<file path="src/rtl/sequential_multiplier_n_bit.sv">
// Multi-cycle shift-and-add multiplier with a start/busy/done handshake.
// Unsigned or two's-complement operation is chosen per transaction.
module sequential_multiplier_n_bit #(
  parameter int unsigned DATA_WIDTH = 8
) (
  input  logic                    Clock_In,
  input  logic                    Reset_In,
  input  logic                    Start_In,
  input  logic                    Signed_Mode_In,
  input  logic [DATA_WIDTH-1:0]   Data_A_In,
  input  logic [DATA_WIDTH-1:0]   Data_B_In,
  output logic                    Busy_Out,
  output logic                    Done_Out,
  output logic [2*DATA_WIDTH-1:0] Multiplied_Result_Out
);

  localparam int unsigned CntW  = $clog2(DATA_WIDTH + 1);
  localparam int unsigned ProdW = 2 * DATA_WIDTH;

  typedef enum logic [1:0] {StIdle, StCalc, StDone} state_e;

  state_e                  state_q, state_d;
  logic [CntW-1:0]         cnt_q, cnt_d;
  logic [ProdW-1:0]        a_q, a_d;
  logic [DATA_WIDTH-1:0]   b_q, b_d;
  logic [ProdW-1:0]        acc_q, acc_d;
  logic                    neg_q, neg_d;
  logic                    busy_q, busy_d;
  logic                    done_q, done_d;
  logic [ProdW-1:0]        result_q, result_d;
  logic [DATA_WIDTH-1:0]   mag_a, mag_b;

  // Unsigned DATA_WIDTH-bit magnitudes keep 2^(DATA_WIDTH-1) intact for the most negative value.
  always_comb begin
    mag_a = (Signed_Mode_In && Data_A_In[DATA_WIDTH-1]) ? -Data_A_In : Data_A_In;
    mag_b = (Signed_Mode_In && Data_B_In[DATA_WIDTH-1]) ? -Data_B_In : Data_B_In;
  end

  always_comb begin
    state_d  = state_q;
    cnt_d    = cnt_q;
    a_d      = a_q;
    b_d      = b_q;
    acc_d    = acc_q;
    neg_d    = neg_q;
    busy_d   = busy_q;
    done_d   = 1'b0;
    result_d = result_q;

    // Busy drops together with the done pulse unless a new start is taken in that cycle.
    if (done_q) begin
      busy_d = 1'b0;
    end

    unique case (state_q)
      StIdle: begin
        if (Start_In) begin
          a_d     = ProdW'(mag_a);
          b_d     = mag_b;
          neg_d   = Signed_Mode_In & (Data_A_In[DATA_WIDTH-1] ^ Data_B_In[DATA_WIDTH-1]);
          cnt_d   = CntW'(DATA_WIDTH);
          acc_d   = '0;
          busy_d  = 1'b1;
          state_d = StCalc;
        end
      end
      StCalc: begin
        // a_q carries the multiplicand already shifted by (DATA_WIDTH - counter).
        if (b_q[0]) begin
          acc_d = acc_q + a_q;
        end
        a_d   = a_q << 1;
        b_d   = b_q >> 1;
        cnt_d = cnt_q - CntW'(1);
        if (cnt_q == CntW'(1)) begin
          state_d = StDone;
        end
      end
      StDone: begin
        result_d = neg_q ? -acc_q : acc_q;
        done_d   = 1'b1;
        state_d  = StIdle;
      end
      default: state_d = StIdle;
    endcase
  end

  always_ff @(posedge Clock_In or posedge Reset_In) begin
    if (Reset_In) begin
      state_q  <= StIdle;
      cnt_q    <= '0;
      a_q      <= '0;
      b_q      <= '0;
      acc_q    <= '0;
      neg_q    <= 1'b0;
      busy_q   <= 1'b0;
      done_q   <= 1'b0;
      result_q <= '0;
    end else begin
      state_q  <= state_d;
      cnt_q    <= cnt_d;
      a_q      <= a_d;
      b_q      <= b_d;
      acc_q    <= acc_d;
      neg_q    <= neg_d;
      busy_q   <= busy_d;
      done_q   <= done_d;
      result_q <= result_d;
    end
  end

  assign Busy_Out              = busy_q;
  assign Done_Out              = done_q;
  assign Multiplied_Result_Out = result_q;

endmodule

</file>
<file path="config.mk">
export PLATFORM = sky130hd
export DESIGN_NAME = sequential_multiplier_n_bit
export DESIGN_NICKNAME = d
export VERILOG_FILES = /design/src/rtl/sequential_multiplier_n_bit.sv
export SDC_FILE = /design/constraint.sdc
export NUM_CORES = 1
export LEC_CHECK = 0
export BUFFER_PORTS_ARGS = -buffer_cell sky130_fd_sc_hd__buf_2
export CORE_MARGIN = 10
export CORE_UTILIZATION = 53
export DETAILED_ROUTE_END_ITERATION = 16
export MAX_ROUTING_LAYER = met4
export PLACE_DENSITY_LB_ADDON = 0.1
export SETUP_SLACK_MARGIN = 0.4
export SYNTH_ARGS = -nofsm -noshare
export SYNTH_HDL_FRONTEND = slang
export SYNTH_SLANG_ARGS = --single-unit
export TNS_END_PERCENT = 30
</file>
<file path="constraint.sdc">
create_clock -name Clock_In -period 2.05 [get_ports Clock_In]
set_input_delay 0.1025 -clock Clock_In [delete_from_list [all_inputs] [get_ports Clock_In]]
set_output_delay 0.1025 -clock Clock_In [all_outputs]
set_load 0.05 [all_outputs]
</file>
---- Word-level counts from Yosys, hierarchy flattened ----
Cells that the tools add are included.
Widths: inputs -> output; s select.
storage, ports and cells
  logic and storage cells ................. 49
  flip-flop bits (word level) ............. 65
  output and inout port bits .............. 18
operators by class
  reductions and logical operators ........ 8
  equal/unequal tests ..................... 6
  add/sub/neg operators ................... 5
  bitwise operators ....................... 2
  multiplexer cells ....................... 19
operators by type and width
  kind                 number
  $mux 16              4
  $pmux 16 s2          2
  $mux 8               3
  $add 16x16->16       1
  $neg 16->16          1
  $neg 8->8            2
  $pmux 8 s2           1
  $pmux 4 s2           1
  $ne 2x2->1 const B   3
  $reduce_and 2->1     3
  $eq 4x1->1 const B   1
  $mux 1               4
  $mux 2               2
  $mux 4               1
  $pmux 2 s2           1
  $sub 4x1->4 const B  1
  $reduce_and 3->1     1
  $eq 2x1->1 const B   1
  $eq 2x2->1 const B   1
  $logic_and 1x1->1    2
  $logic_not 2->1      1
  $reduce_bool 2->1    1
  $and 1x1->1          1
  $xor 1x1->1          1

---- Longest topological paths before layout ----
  depth in word-level cells ............... 4
  gate-level depth with buffers ........... 10
  mapped depth without buffers ............ 10

---- Worst setup path before layout ----
Ideal clock, no wire load.
  path kind ............................... register to register
  start point ............................. reg a_q[0]
  end point ............................... reg acc_q[10]
  arrival time ............................ 1.972 ns
  cell stages (with the launch flop) ...... 11
  required time ........................... 1.914 ns
  slack ................................... -0.058 ns
  path through ............................ dfrtp_1 > ha_1 > inv_1 > fa_1 > nor2b_1 > o21ai_0 > a21boi_0 > o21ai_0 > o21ai_0 > xnor2_1 > o21ai_0
on the way
  longest elaborated chain between the ends .. 3
RTL lines
  item                    RTL line  text
  from (decl)             24        logic [ProdW-1:0] a_q, a_d;
  from (signal assigned)  92        a_q <= '0;
  from (signal assigned)  102       a_q <= a_d;
  $add 16x16->16          70        acc_d = acc_q + a_q;
  $mux 16                 69        if (b_q[0]) begin
  $pmux 16 s2             55        unique case (state_q)
  to (signal assigned)    94        acc_q <= '0;
  to (signal assigned)    104       acc_q <= acc_d;
  to (decl)               26        logic [ProdW-1:0] acc_q, acc_d;
Every way passes these cells. The select of a mux whose other input is x is not followed.
A chain may end at the register's enable or synchronous reset.

---- Worst setup path after layout ----
  start point ............................. reg a_q[0]
  end point ............................... reg acc_q[12]
Same word-level chain as after synthesis.

==> impl_metrics.py <==
metrics = {
    "run_status": {
        "outcome": "complete, but fails checks",
        "violations": "negative setup slack",
    },
    "finish": {
        "area_growth_syn_to_layout_pct": 29.19,
        "fill_cells": 570,
        "insertedDiodeCount": 0,
        "nets": 543,
        "layout_commonest_cell": "nand2_1",
        "postLayoutCoreUtil_pct": 70.93,
        "layout-drive-gt1-share_pct": 29.64,
        "layout_common_cells": "nand2_1 (67), dfrtp_1 (60), buf_4 (52), o21ai_0 (49), buf_2 (37)",
    },
    "die": {
        "die-width_um": 104.1,
        "rows": 30,
        "num_io_pins": 38,
        "dieHeight_um": 104.1,
        "start_util_pct": 54.91,
        "die-area_mm2": 0.01084,
        "core-area_mm2": 0.006832,
    },
    "pwr": {
        "swShare_pct": 45.27,
        "p_leak_nw": 2.217,
        "clkPwrFrac_pct": 12.2,
        "peakVddDrop_mv": 0.7867,
        "power.switching_w": 0.003692,
        "p_seq_share_pct": 29.2,
        "p_per_area_mw_per_mm2": 1683,
        "internal-power_w": 0.004463,
        "combPwrFrac_pct": 58.6,
    },
    "worst_setup_path": {
        "cp-start-kind": "register",
        "critPathMaxFanout": 3,
        "r2r_cells": 10,
        "crit_type": "reg2reg",
        "cp_data_arrival_time_ps": 2340,
        "end_kind": "register",
        "required_ps": 2310,
        "max_stage_delay_ps": 350,
        "slowest_stage": "dfrtp_1",
        "crit_path_frequent_cell": "a21boi_2",
        "crit_chain": "ha_2, inv_2, fa_2, nor2b_2, o21ai_2, a21boi_2, o211ai_1, a21boi_2, nor3_2, o31ai_1",
    },
    "yosys": {
        "synth_edf_count": 0,
        "syn-mean-instance-area_um2": 9.061,
        "yosys_warnings": 0,
        "syn_inst": 414,
        "yosys_register_bits": 65,
        "synth_top_flop_cell": "dfrtp_1",
        "ys_seq_area_share_pct": 43.36,
        "netlist_area_mm2": 0.003751,
        "synth_fp_nets": 455,
        "synth_cell_types": 45,
        "async_reset_ff_share_pct": 100.0,
    },
    "placement": {
        "post-dp-hpwl_mm": 6.445,
        "gp_congestion": 0.9047,
        "placement.io_buffers": 37,
    },
    "cts": {
        "cts_tree": "done",
        "clock_latency_ps": 340,
        "cts_root_buffer": "clkbuf_8",
        "numCtsBuffers": 9,
        "clk_pin_slew_ps": 70,
        "clockBufferDepth": 2,
        "htree_num_levels": 3,
        "cts_sinks": 65,
    },
    "sta": {
        "skew_ps": 12.15,
        "rsz0062_at_grt": "true",
        "setup_slack_ps": -35.11,
        "tightestPinTransition_ps": 513.7,
        "post-route-period-util_pct": 101.7,
        "slew_headroom_pct": 65.68,
        "final.min_clock_period_ps": 2085,
        "max_freq_mhz": 479.6,
        "maxSlewViolCount": 0,
        "whs_ps": 34.53,
        "setup_viol": 2,
        "hold_violations": 0,
        "setup-tns-final_ps": -69.46,
    },
    "grt": {
        "grt_pass1_wl_mm": 14.88,
        "grt-ovfl-total": 0,
        "track_usage_pct": 16.63,
        "grt_use_met1_pct": 19.41,
        "met3_usage_pct": 3.408,
        "first_global_vias": 3335,
        "grt.busiest_layer": "met2",
        "grtUsageMet2_pct": 27.12,
        "grt_start_max_net_pins": 34,
        "antenna_found_initial": 0,
    },
    "drt": {
        "drc": 0,
        "wl_per_cell_um": 14.45,
        "drt_iter0_drc": 141,
        "ant_nets": 0,
        "vias": 3282,
        "wl_mm": 8.700,
        "via_per_inst": 5.452,
        "dr.pass1.iters": 4,
    },
    "hold_path": {
        "whs_path_depth": 3,
        "hp-class": "in2reg",
    },
    "run": {
        "maxCapViolCount": 0,
    },
}
routing by layer:
metal | wire (um) | part of all wire, %
met1 | 3841 | 44
met2 | 4260 | 49
met3 | 400 | 4.6
met4 | 197 | 2.3
met5 | 0 | 0
what timing repair did:
action	CTS	global route
resized for setup	19	22
setup endpoints to repair	38	39
pin swaps	23	30
hold buffers	1	0
buffers inserted	15	8
endpoints found under the hold margin	19	0
cell families after synthesis:
| logic type | share of synthesized area (%) |
|---|---|
| AOI/OAI and AO/OA | 20.08 |
| xor gates and xnor gates | 8.406 |
| adders and majority gates | 7.205 |
| buffers and inverters | 3.402 |
| DFF | 43.36 |
| muxes | 1.601 |
| and+or+nand+nor | 15.94 |
sequential cells by signal, summed over array words and instances (netlist names):
register	count
Busy_Out	1
b_q	8
cnt_q	4
neg_q	1
a_q	16
Multiplied_Result_Out	16
Done_Out	1
acc_q	16
state_q	2
synth_stat cells (all sizes together) (2+ instances only):
master / number / area (um^2)
a21oi: 11 / 55.05
nand2b: 4 / 25.02
dfrtp: 65 / 1627
nor2: 15 / 56.30
nor4: 2 / 18.77
a211oi: 2 / 15.01
o31ai: 7 / 57.55
xor2: 22 / 192.7
nand3: 13 / 70.07
a31oi: 4 / 25.02
xnor2: 14 / 122.6
ha: 20 / 250.2
nor3: 9 / 50.05
and2: 2 / 12.51
clkbuf: 16 / 60.06
a22oi: 13 / 97.59
nor3b: 4 / 30.03
o21ai: 67 / 335.3
nor2b: 4 / 25.02
mux2i: 6 / 60.06
inv: 18 / 67.56
o21a: 5 / 37.54
nor4b: 2 / 17.52
or3: 2 / 17.52
nand2: 68 / 255.2
a21o: 3 / 22.52
o41ai: 2 / 25.03
and3: 2 / 12.51
a21boi: 2 / 15.01
o21bai: 2 / 15.01
cell type report:
cell class	instances	area (um^2)	share of cell area (%)
Sequential cell	65	1633	33.69
Clock inverter	3	15.01	0.3098
Tap cell	96	120.1	2.479
Inverter	18	71.32	1.472
Clock buffer	12	165.2	3.408
Timing Repair Buffer	93	628.1	12.96
Multi-Input combinational cell	315	2213	45.68
worst paths after layout:
kind,startpoint,end,slack (ps)
setup / recovery,a_q[0]$_DFFE_PP0P_,acc_q[12]$_DFFE_PP0P_,-40
hold / removal,Data_A_In[7],a_q[7]$_DFFE_PP0P_,30
setup reg to reg,a_q[0]$_DFFE_PP0P_,acc_q[12]$_DFFE_PP0P_,-40
hold reg to reg,Done_Out$_DFF_PP0_,Busy_Out$_DFF_PP0_,450
max in group asynchronous,Reset_In,neg_q$_DFFE_PP0P_,1170
min in group asynchronous,Reset_In,Busy_Out$_DFF_PP0_,350
worst max-delay path: cells and delay by family, from the launching register on:
family | cells | cell delay (ps)
flip-flops | 1 | 350
buffers and inverters | 1 | 40
AND/OR/NAND/NOR | 2 | 190
adder cells (fa/ha/maj) | 2 | 530
AO/OA/AOI/OAI | 5 | 870
per-stage QoR:
step	total power, W	setup WS, ps	cells	instance area (um^2)
CTS	0.007894	0.3779	594	4691
finish	0.008155	-35.11	602	4846
floorplan	0.005316	114.9	414	3819
global route	0.008842	-194.7	602	4846
global placement	0.006417	21.84	563	4317
detailed placement	0.006554	-18.35	563	4317
power by group through the flow:
stage / clock [W] / combinational, W / sequential (W)
2_1_floorplan: 0 / 0.00243 / 0.00288
3_3_place_gp: 0 / 0.00405 / 0.00237
3_5_place_dp: 0 / 0.00416 / 0.00240
4_1_cts: 0.00102 / 0.00451 / 0.00237
5_1_grt: 0.00108 / 0.00529 / 0.00247
6_report: 0.000995 / 0.00478 / 0.00238
Power figures use the tool's default switching activity.
